<file path="src/rtl/audio_dac_serializer.sv">
// I2S transmitter for the WM8731 DAC path. It buffers stereo pairs and shifts them out MSB-first.
// The block is slaved to the codec-driven BCLK and DACLRCK.
module audio_dac_serializer #(
   parameter int DATA_WIDTH = 24,
   parameter int FIFO_DEPTH = 8
) (
   input  logic                               clk,
   input  logic                               reset,
   input  logic [DATA_WIDTH-1:0]              left_data,
   input  logic [DATA_WIDTH-1:0]              right_data,
   input  logic                               in_valid,
   output logic                               in_ready,
   input  logic                               aud_bclk,
   input  logic                               aud_daclrck,
   output logic                               aud_dacdat,
   output logic [$clog2(FIFO_DEPTH+1)-1:0]    fifo_level,
   output logic                               underflow,
   input  logic                               clear_underflow
);

   localparam int LVL_W = $clog2(FIFO_DEPTH + 1);
   localparam int PTR_W = (FIFO_DEPTH > 1) ? $clog2(FIFO_DEPTH) : 1;
   localparam int CNT_W = $clog2(DATA_WIDTH + 1);
   localparam logic [LVL_W-1:0] DEPTH_LVL = LVL_W'(FIFO_DEPTH);
   localparam logic [CNT_W-1:0] WORD_BITS = CNT_W'(DATA_WIDTH);

   typedef enum logic [1:0] {SYNC, LEFT, RIGHT} state_t;

   logic [1:0]                  bclkSync_q;
   logic                        bclkDly_q;
   logic [1:0]                  lrSync_q;
   logic                        bclkFall;
   logic                        lrNow;
   logic                        frameStart;
   logic                        rightStart;

   logic [2*DATA_WIDTH-1:0]     mem_q [FIFO_DEPTH];
   logic [PTR_W-1:0]            wrPtr_q, rdPtr_q;
   logic [LVL_W-1:0]            count_q;
   logic                        fifoEmpty, fifoFull, fifoPush, fifoPop;
   logic [2*DATA_WIDTH-1:0]     fifoRdData;

   state_t                      state_q, state_d;
   logic [DATA_WIDTH-1:0]       shift_q, shift_d;
   logic [DATA_WIDTH-1:0]       hold_q, hold_d;
   logic [CNT_W-1:0]            bitCnt_q, bitCnt_d;
   logic                        dac_q, dac_d;
   logic                        lrPrev_q, lrPrev_d;
   logic                        underflow_q, underflow_d;
   logic                        popReq;

   // Both codec clocks share the same two-stage depth so an LRCK change that coincides
   // with a BCLK fall is seen on that very fall event.
   always_ff @(posedge clk) begin
      if (reset) begin
         bclkSync_q <= '0;
         bclkDly_q  <= 1'b0;
         lrSync_q   <= '0;
      end else begin
         bclkSync_q <= {bclkSync_q[0], aud_bclk};
         bclkDly_q  <= bclkSync_q[1];
         lrSync_q   <= {lrSync_q[0], aud_daclrck};
      end
   end

   assign bclkFall   = bclkDly_q & ~bclkSync_q[1];
   assign lrNow      = lrSync_q[1];
   assign frameStart = bclkFall & lrPrev_q & ~lrNow;
   assign rightStart = bclkFall & ~lrPrev_q & lrNow;

   assign fifoEmpty  = (count_q == '0);
   assign fifoFull   = (count_q == DEPTH_LVL);
   assign fifoPush   = in_valid & ~fifoFull;
   assign fifoPop    = popReq & ~fifoEmpty;
   assign fifoRdData = mem_q[rdPtr_q];

   always_ff @(posedge clk) begin
      if (fifoPush) mem_q[wrPtr_q] <= {left_data, right_data};
   end

   always_ff @(posedge clk) begin
      if (reset) begin
         wrPtr_q <= '0;
         rdPtr_q <= '0;
         count_q <= '0;
      end else begin
         if (fifoPush) wrPtr_q <= wrPtr_q + PTR_W'(1);
         if (fifoPop)  rdPtr_q <= rdPtr_q + PTR_W'(1);
         case ({fifoPush, fifoPop})
            2'b10:   count_q <= count_q + LVL_W'(1);
            2'b01:   count_q <= count_q - LVL_W'(1);
            default: count_q <= count_q;
         endcase
      end
   end

   // A frame start always reloads both channel words, even from LEFT/RIGHT. This lets a
   // short channel truncate cleanly instead of waiting for the full word.
   always_comb begin
      state_d     = state_q;
      shift_d     = shift_q;
      hold_d      = hold_q;
      bitCnt_d    = bitCnt_q;
      dac_d       = dac_q;
      lrPrev_d    = lrPrev_q;
      underflow_d = underflow_q;
      popReq      = 1'b0;

      if (bclkFall) lrPrev_d = lrNow;

      case (state_q)
         SYNC: begin
            dac_d = 1'b0;
            if (frameStart) begin
               state_d = LEFT;
               popReq  = 1'b1;
            end
         end
         LEFT, RIGHT: begin
            if (frameStart) begin
               state_d = LEFT;
               popReq  = 1'b1;
               dac_d   = 1'b0;
            end else if (rightStart) begin
               state_d  = RIGHT;
               shift_d  = hold_q;
               bitCnt_d = '0;
               dac_d    = 1'b0;
            end else if (bclkFall) begin
               if (bitCnt_q < WORD_BITS) begin
                  dac_d    = shift_q[DATA_WIDTH-1];
                  shift_d  = {shift_q[DATA_WIDTH-2:0], 1'b0};
                  bitCnt_d = bitCnt_q + CNT_W'(1);
               end else begin
                  dac_d = 1'b0;
               end
            end
         end
         default: state_d = SYNC;
      endcase

      if (popReq) begin
         bitCnt_d = '0;
         if (fifoEmpty) begin
            shift_d = '0;
            hold_d  = '0;
         end else begin
            shift_d = fifoRdData[2*DATA_WIDTH-1:DATA_WIDTH];
            hold_d  = fifoRdData[DATA_WIDTH-1:0];
         end
      end

      if (clear_underflow) underflow_d = 1'b0;
      if (popReq && fifoEmpty) underflow_d = 1'b1;
   end

   always_ff @(posedge clk) begin
      if (reset) begin
         state_q     <= SYNC;
         shift_q     <= '0;
         hold_q      <= '0;
         bitCnt_q    <= '0;
         dac_q       <= 1'b0;
         lrPrev_q    <= 1'b1;
         underflow_q <= 1'b0;
      end else begin
         state_q     <= state_d;
         shift_q     <= shift_d;
         hold_q      <= hold_d;
         bitCnt_q    <= bitCnt_d;
         dac_q       <= dac_d;
         lrPrev_q    <= lrPrev_d;
         underflow_q <= underflow_d;
      end
   end

   assign in_ready   = ~fifoFull;
   assign aud_dacdat = dac_q;
   assign fifo_level = count_q;
   assign underflow  = underflow_q;

endmodule

</file>
<file path="config.mk">
export PLATFORM = sky130hd
export DESIGN_NAME = audio_dac_serializer
export DESIGN_NICKNAME = d
export VERILOG_FILES = /design/src/rtl/audio_dac_serializer.sv
export SDC_FILE = /design/constraint.sdc
export NUM_CORES = 1
export LEC_CHECK = 0
export CORE_MARGIN = 3
export CORE_UTILIZATION = 40
export CTS_BUF_LIST = sky130_fd_sc_hd__clkbuf_8 sky130_fd_sc_hd__clkbuf_16
export DETAILED_ROUTE_END_ITERATION = 12
export PLACE_DENSITY = 0.56
export SYNTH_ARGS = -nofsm -noshare
export SYNTH_HDL_FRONTEND = slang
export SYNTH_SLANG_ARGS = --single-unit
</file>
<file path="constraint.sdc">
create_clock -name clk -period 7.4 [get_ports clk]
set_input_delay 1.48 -clock clk [delete_from_list [all_inputs] [get_ports clk]]
set_output_delay 1.48 -clock clk [all_outputs]
set_load 0.005 [all_outputs]
</file>
==> After elaboration in Yosys (flattened, before gate mapping) <==
Memory sizes are Yosys's and may differ from the RTL's. A register that Yosys moved wholly into a read port is not among the register bits.
Cells that the tools add are included.
{ "totals": {"output_inout_bits": 7, "input_bits": 54, "ff_bits": 73, "ramBits": 384, "memories": 1, "wordCells": 89} }
{ "op_classes": {"order_cmp": 1, "reduce_logical": 18, "n_addsub": 5, "n_mux": 29, "eq_ne": 9, "n_bitwise": 13} }
{ "mem_list": {"columns": ["memory", "words", "width", "read_ports", "rd_ports_with_merged_regs", "wr", "line", "source"], "rows": [
  ["mem_q", 8, 48, 1, 1, 1, "37", "logic [2*DATA_WIDTH-1:0] mem_q [FIFO_DEPTH];"]
]} }
{ "op_table": {"columns": ["operator", "count"], "rows": [
  ["2-to-1 mux 24 bit", 8],
  ["2-to-1 mux 5 bit", 3],
  ["nonzero test 2 bit", 6],
  ["2-to-1 mux 1 bit", 10],
  ["case mux 4 bit (2 select lines)", 1],
  ["AND reduction 4 bit", 2],
  ["bitwise AND 1 bit", 7],
  ["adder 3 x 1 -> 3 bit (second input constant)", 2],
  ["2-to-1 mux 2 bit", 3],
  ["2-to-1 mux 3 bit", 2],
  ["inverter 1 bit", 6],
  ["nonzero test 3 bit", 2],
  ["adder 5 x 1 -> 5 bit (second input constant)", 1],
  ["< comparator 5 bit (second input constant)", 1],
  ["adder 4 x 1 -> 4 bit (second input constant)", 1],
  ["equality test 2 x 1 -> 1 bit (second input constant)", 2],
  ["equality test 2 bit (second input constant)", 2],
  ["equality test 4 bit (second input constant)", 1],
  ["zero test 4 bit", 1],
  ["inequality test 4 bit (second input constant)", 1],
  ["case mux 2 bit (2 select lines)", 1],
  ["AND reduction 2 bit", 2],
  ["OR reduction 2 bit", 2],
  ["subtractor 4 x 1 -> 4 bit (second input constant)", 1],
  ["7 further kinds", 7]
]} }

==> Longest topological paths before layout <==
{ "depth": {"word_depth": 9, "depth_mapped": 11, "depth_no_buf": 10} }

==> Least setup slack after synthesis <==
Ideal clock, no wire load.
{ "synth_timing": {"kind": "input port to flip-flop", "start": "input port in_valid", "end": "memory mem_q[0][0] in the netlist's numbering, enable pin", "n_path_buf": 0, "setup_ps": 573, "t_arrival_ps": 6223, "path_slack_ps": 604, "required_ps": 6827, "path_stages": 2, "cell_sequence": "nand2_1 nor4_1"} }
{ "synth_between": {"elab_chain_cells": 3} }
{ "synth_lines": {"columns": ["item", "line", "source"], "rows": [
  ["from (decl)", "11", "input logic in_valid,"],
  ["bitwise AND 1 bit", "73", "assign fifoPush = in_valid & ~fifoFull;"],
  ["2-to-1 mux 1 bit", "78", "if (fifoPush) mem_q[wrPtr_q] <= {left_data, right_data};"],
  ["2-to-1 mux 1 bit (implied by the code)", "78", null],
  ["to (decl)", "37", null]
]} }
Every way passes these cells.

==> Worst setup path in the final report <==
{ "layout_timing": {"start": "register count_q[0], in the netlist fifo_level[0]", "end": "output port in_ready"} }
{ "layout_between": {"elab_chain_cells": 2} }
{ "layout_lines": {"columns": ["item", "line", "source"], "rows": [
  ["from (decl)", "39", "logic [LVL_W-1:0] count_q;"],
  ["from (signal assigned)", "90", "2'b10: count_q <= count_q + LVL_W'(1);"],
  ["from (signal assigned)", "91", "2'b01: count_q <= count_q - LVL_W'(1);"],
  ["from (signal assigned)", "92", "default: count_q <= count_q;"],
  ["equality test 4 bit", "72", "assign fifoFull = (count_q == DEPTH_LVL);"],
  ["inverter 1 bit", "177", "assign in_ready = ~fifoFull;"],
  ["to (decl)", "12", "output logic in_ready,"]
]} }
Every way passes these cells.

==> metrics <==
Setup Skew 0.0172 ns; Gate Count Post-Synth 983; DP Cell Count 1589; drt wl/cell 21.8 µm; Post-synth EDFFs around 380; Die W 217 µm; pin count of the biggest net entering global routing 50; setup violators final 0; Post-CTS Resized 0; main area contributors after synthesis edfxtp_1, mux4_2, dfxtp_1; Slew headroom 16.8%; crit path kind flop to output port; post-route insts no fill between 1500 and 2000; Worst Setup End Kind output port; layout cells sized above 1 20.0%; min cycle time layout between 3 and 4 ns; Detail Placement HPWL 20100 µm; DIE AREA 0.0472 mm²; Post-CTS Setup Inserts 0; Pre-antenna DRT Iters 4; initial antenna violation count 0; post-synth net total 1045; fin area between 0.02 and 0.025 mm²; Placed Area 0.0191 mm²; Worst Path Max Fanout 7; FF+latch count, synth 460; synthesized area 0.0178 mm²; P_sw 1.13 mW; period utilization 49.5%; PD cells 265 mW/mm²; Total GRT Usage 15.7%; CP Launch Type flop; Fin Hold WS 0.446 ns; Flop pwr share a little over half; Syn. warnings 0; H-tree lvl count 2; Worst R2R Start state_q[0]; outcome complete, no violations; Yosys top cell area share 64.7%; Max clock buf depth 3; Comb power frac 4.0%; Worst setup endpoint in_ready; Area Growth Syn to Fin 16.0%; Final Power ~5.5 mW; crit path from fifo_level[0]; clock share of power 43.2%; via count 8956; HP Class flop to flop; Final Util 47.5%; Clock Tree Root clkbuf_16; Slew @ Worst Pin 1.25 ns; Req. time, crit path 5.92 ns; R2R Path End fifo_level[2]; setup slack, reg-to-reg 4.51 ns; Setup TNS Final 0 ns; fmax 0.273 GHz; worst setup margin around 3.7 ns; R2R cell count 11; ANT nets after route 0; Starting Density around two fifths; DRC viols 0; CP Cell Sequence or4b_2, clkdlybuf4s50_1; Synth area leader edfxtp_1; top cells by instance count after synthesis edfxtp_1, dfxtp_1, mux2i_1; Ports 61; RD Place Congestion approximately 0.70; RSZ-0062 raised after global routing no; Clock transition at path regs 0.06 ns; CTS Buf Count 49; Power Internal around 4.3 mW; Cell variety after synth 48; Clock Latency Late Sink 0.58 ns; initial DRC count ~770; first-pass GRT wire length approximately 57000 µm; Switching Share 20.6%; Die Y 217 µm; CTS tree built; NumNets Final around 1100; CP Depth 2; CORE AREA 0.0436 mm²; post-synthesis average cell area 18.1 µm²; PortBufs 60; dominant synthesized flop cell edfxtp_1; Multi-input gate area between 0.004 and 0.005 mm²; antenna cells 0; FILL cells 3756; Arr. time, crit path 2.19 ns; Crit path max-delay family simple AND/OR/NAND/NOR gates; Hold Buf Count CTS 0; slowest cell on the critical path or4b_2; sequential fraction of the synthesis area approximately three quarters; crit path buf inv count 1; sequential cell area 0.0131 mm²; Slew Limit Fails 0; Vias per Instance around 5.3; maximum vdd ir drop 0.159 mV; slowest stage delay, CP 0.77 ns; total grt overflow 0; detailed-route wire length about 37000 µm; Static Leak 6.33 nW; max-cap viol count 0; Post-synth ARST share 0%; vias in the first global route 9315; Sinks on Clock Net 460; cell with the most instances after synthesis edfxtp_1; Rows 76; Fin. Hold Viols 0; DP Worst Slack 3.18 ns
## how the worst min path moves through the flow
stage / from / endpoint / slack [ns] / depth (start not counted)
3_5_place_dp: bclkSync_q[0] / bclkSync_q[1] / 0.43 / 1
6_report: bclkSync_q[0] / bclkSync_q[1] / 0.45 / 1
3_3_place_gp: bclkSync_q[0] / bclkSync_q[1] / 0.43 / 1
2_1_floorplan: bclkSync_q[0] / bclkSync_q[1] / 0.41 / 1
4_1_cts: bclkSync_q[0] / bclkSync_q[1] / 0.45 / 1
5_1_grt: bclkSync_q[0] / bclkSync_q[1] / 0.47 / 1
## power groups by stage
stage | Clock [mW] | Sequential, mW | Combinational [mW]
6_report | 2.36 | 2.89 | 0.217
5_1_grt | 2.54 | 2.90 | 0.240
4_1_cts | 2.43 | 2.89 | 0.223
3_5_place_dp | 0 | 2.95 | 0.223
3_3_place_gp | 0 | 2.95 | 0.218
2_1_floorplan | 0 | 2.94 | 0.121
## cell type report
cell class,instances,share of cell area [%]
Clock buffer,52,6.18
Clock inverter,39,1.43
Inverter,6,0.109
Multi-Input combinational cell,458,22.0
Sequential cell,460,63.1
Tap cell,585,3.54
Timing Repair Buffer,80,3.60
## cell families after synthesis
group | count (synthesis) | synth area share [%]
xor+xnor | 8 | 0.393
compound gates | 148 | 5.98
simple gates | 124 | 3.42
flops | 460 | 73.2
fa+ha+maj | 8 | 0.561
mux | 170 | 14.8
buf+inv | 65 | 1.70
## worst reg2reg max path, stage by stage, from the launching register on
cell,delay [ns]
dfxtp_1,0.33
ha_1,0.24
or3b_4,0.42
nor3_4,0.12
buf_4,0.40
ha_1,0.33
xor2_1,0.17
ha_1,0.16
a21oi_1,0.05
xor2_1,0.16
or3_1,0.31
a21oi_1,0.14
## state kept, by name, indices dropped and copies added, names as in the netlist, named ones only
register    flops
wrPtr_q         3
bclkSync_q      2
lrSync_q        2
shift_q        24
bclkDly_q       1
bitCnt_q        5
state_q         2
mem_q         384
rdPtr_q         3
hold_q         24
fifo_level      4
lrPrev_q        1
underflow       1
aud_dacdat      1
## metal layers
layer	up-vias	part of all wire [%]	wire length [µm]	track usage, %
met5	-	0	0	0
met4	0	2.1	760	4.81
met3	54	3.5	1270	2.29
met2	144	48	17500	25.1
met1	4660	47	17100	22.6
li1	4098	-	-	-
## layout by cell type (no fill, tap or decap), types with 9 or more instances in the layout
cell type	count
o211ai_1	24
clkdlybuf4s50_1	59
dfxtp_1	73
buf_4	20
edfxtp_1	384
nor2_1	11
a21oi_1	37
inv_1	24
nand2_1	61
mux4_2	72
clkinv_2	9
clkbuf_16	50
a311oi_2	14
a311oi_1	10
o21ai_0	26
a22oi_1	24
mux2_2	24
mux2i_1	74
Note: power is estimated with default switching activity, not from simulation.
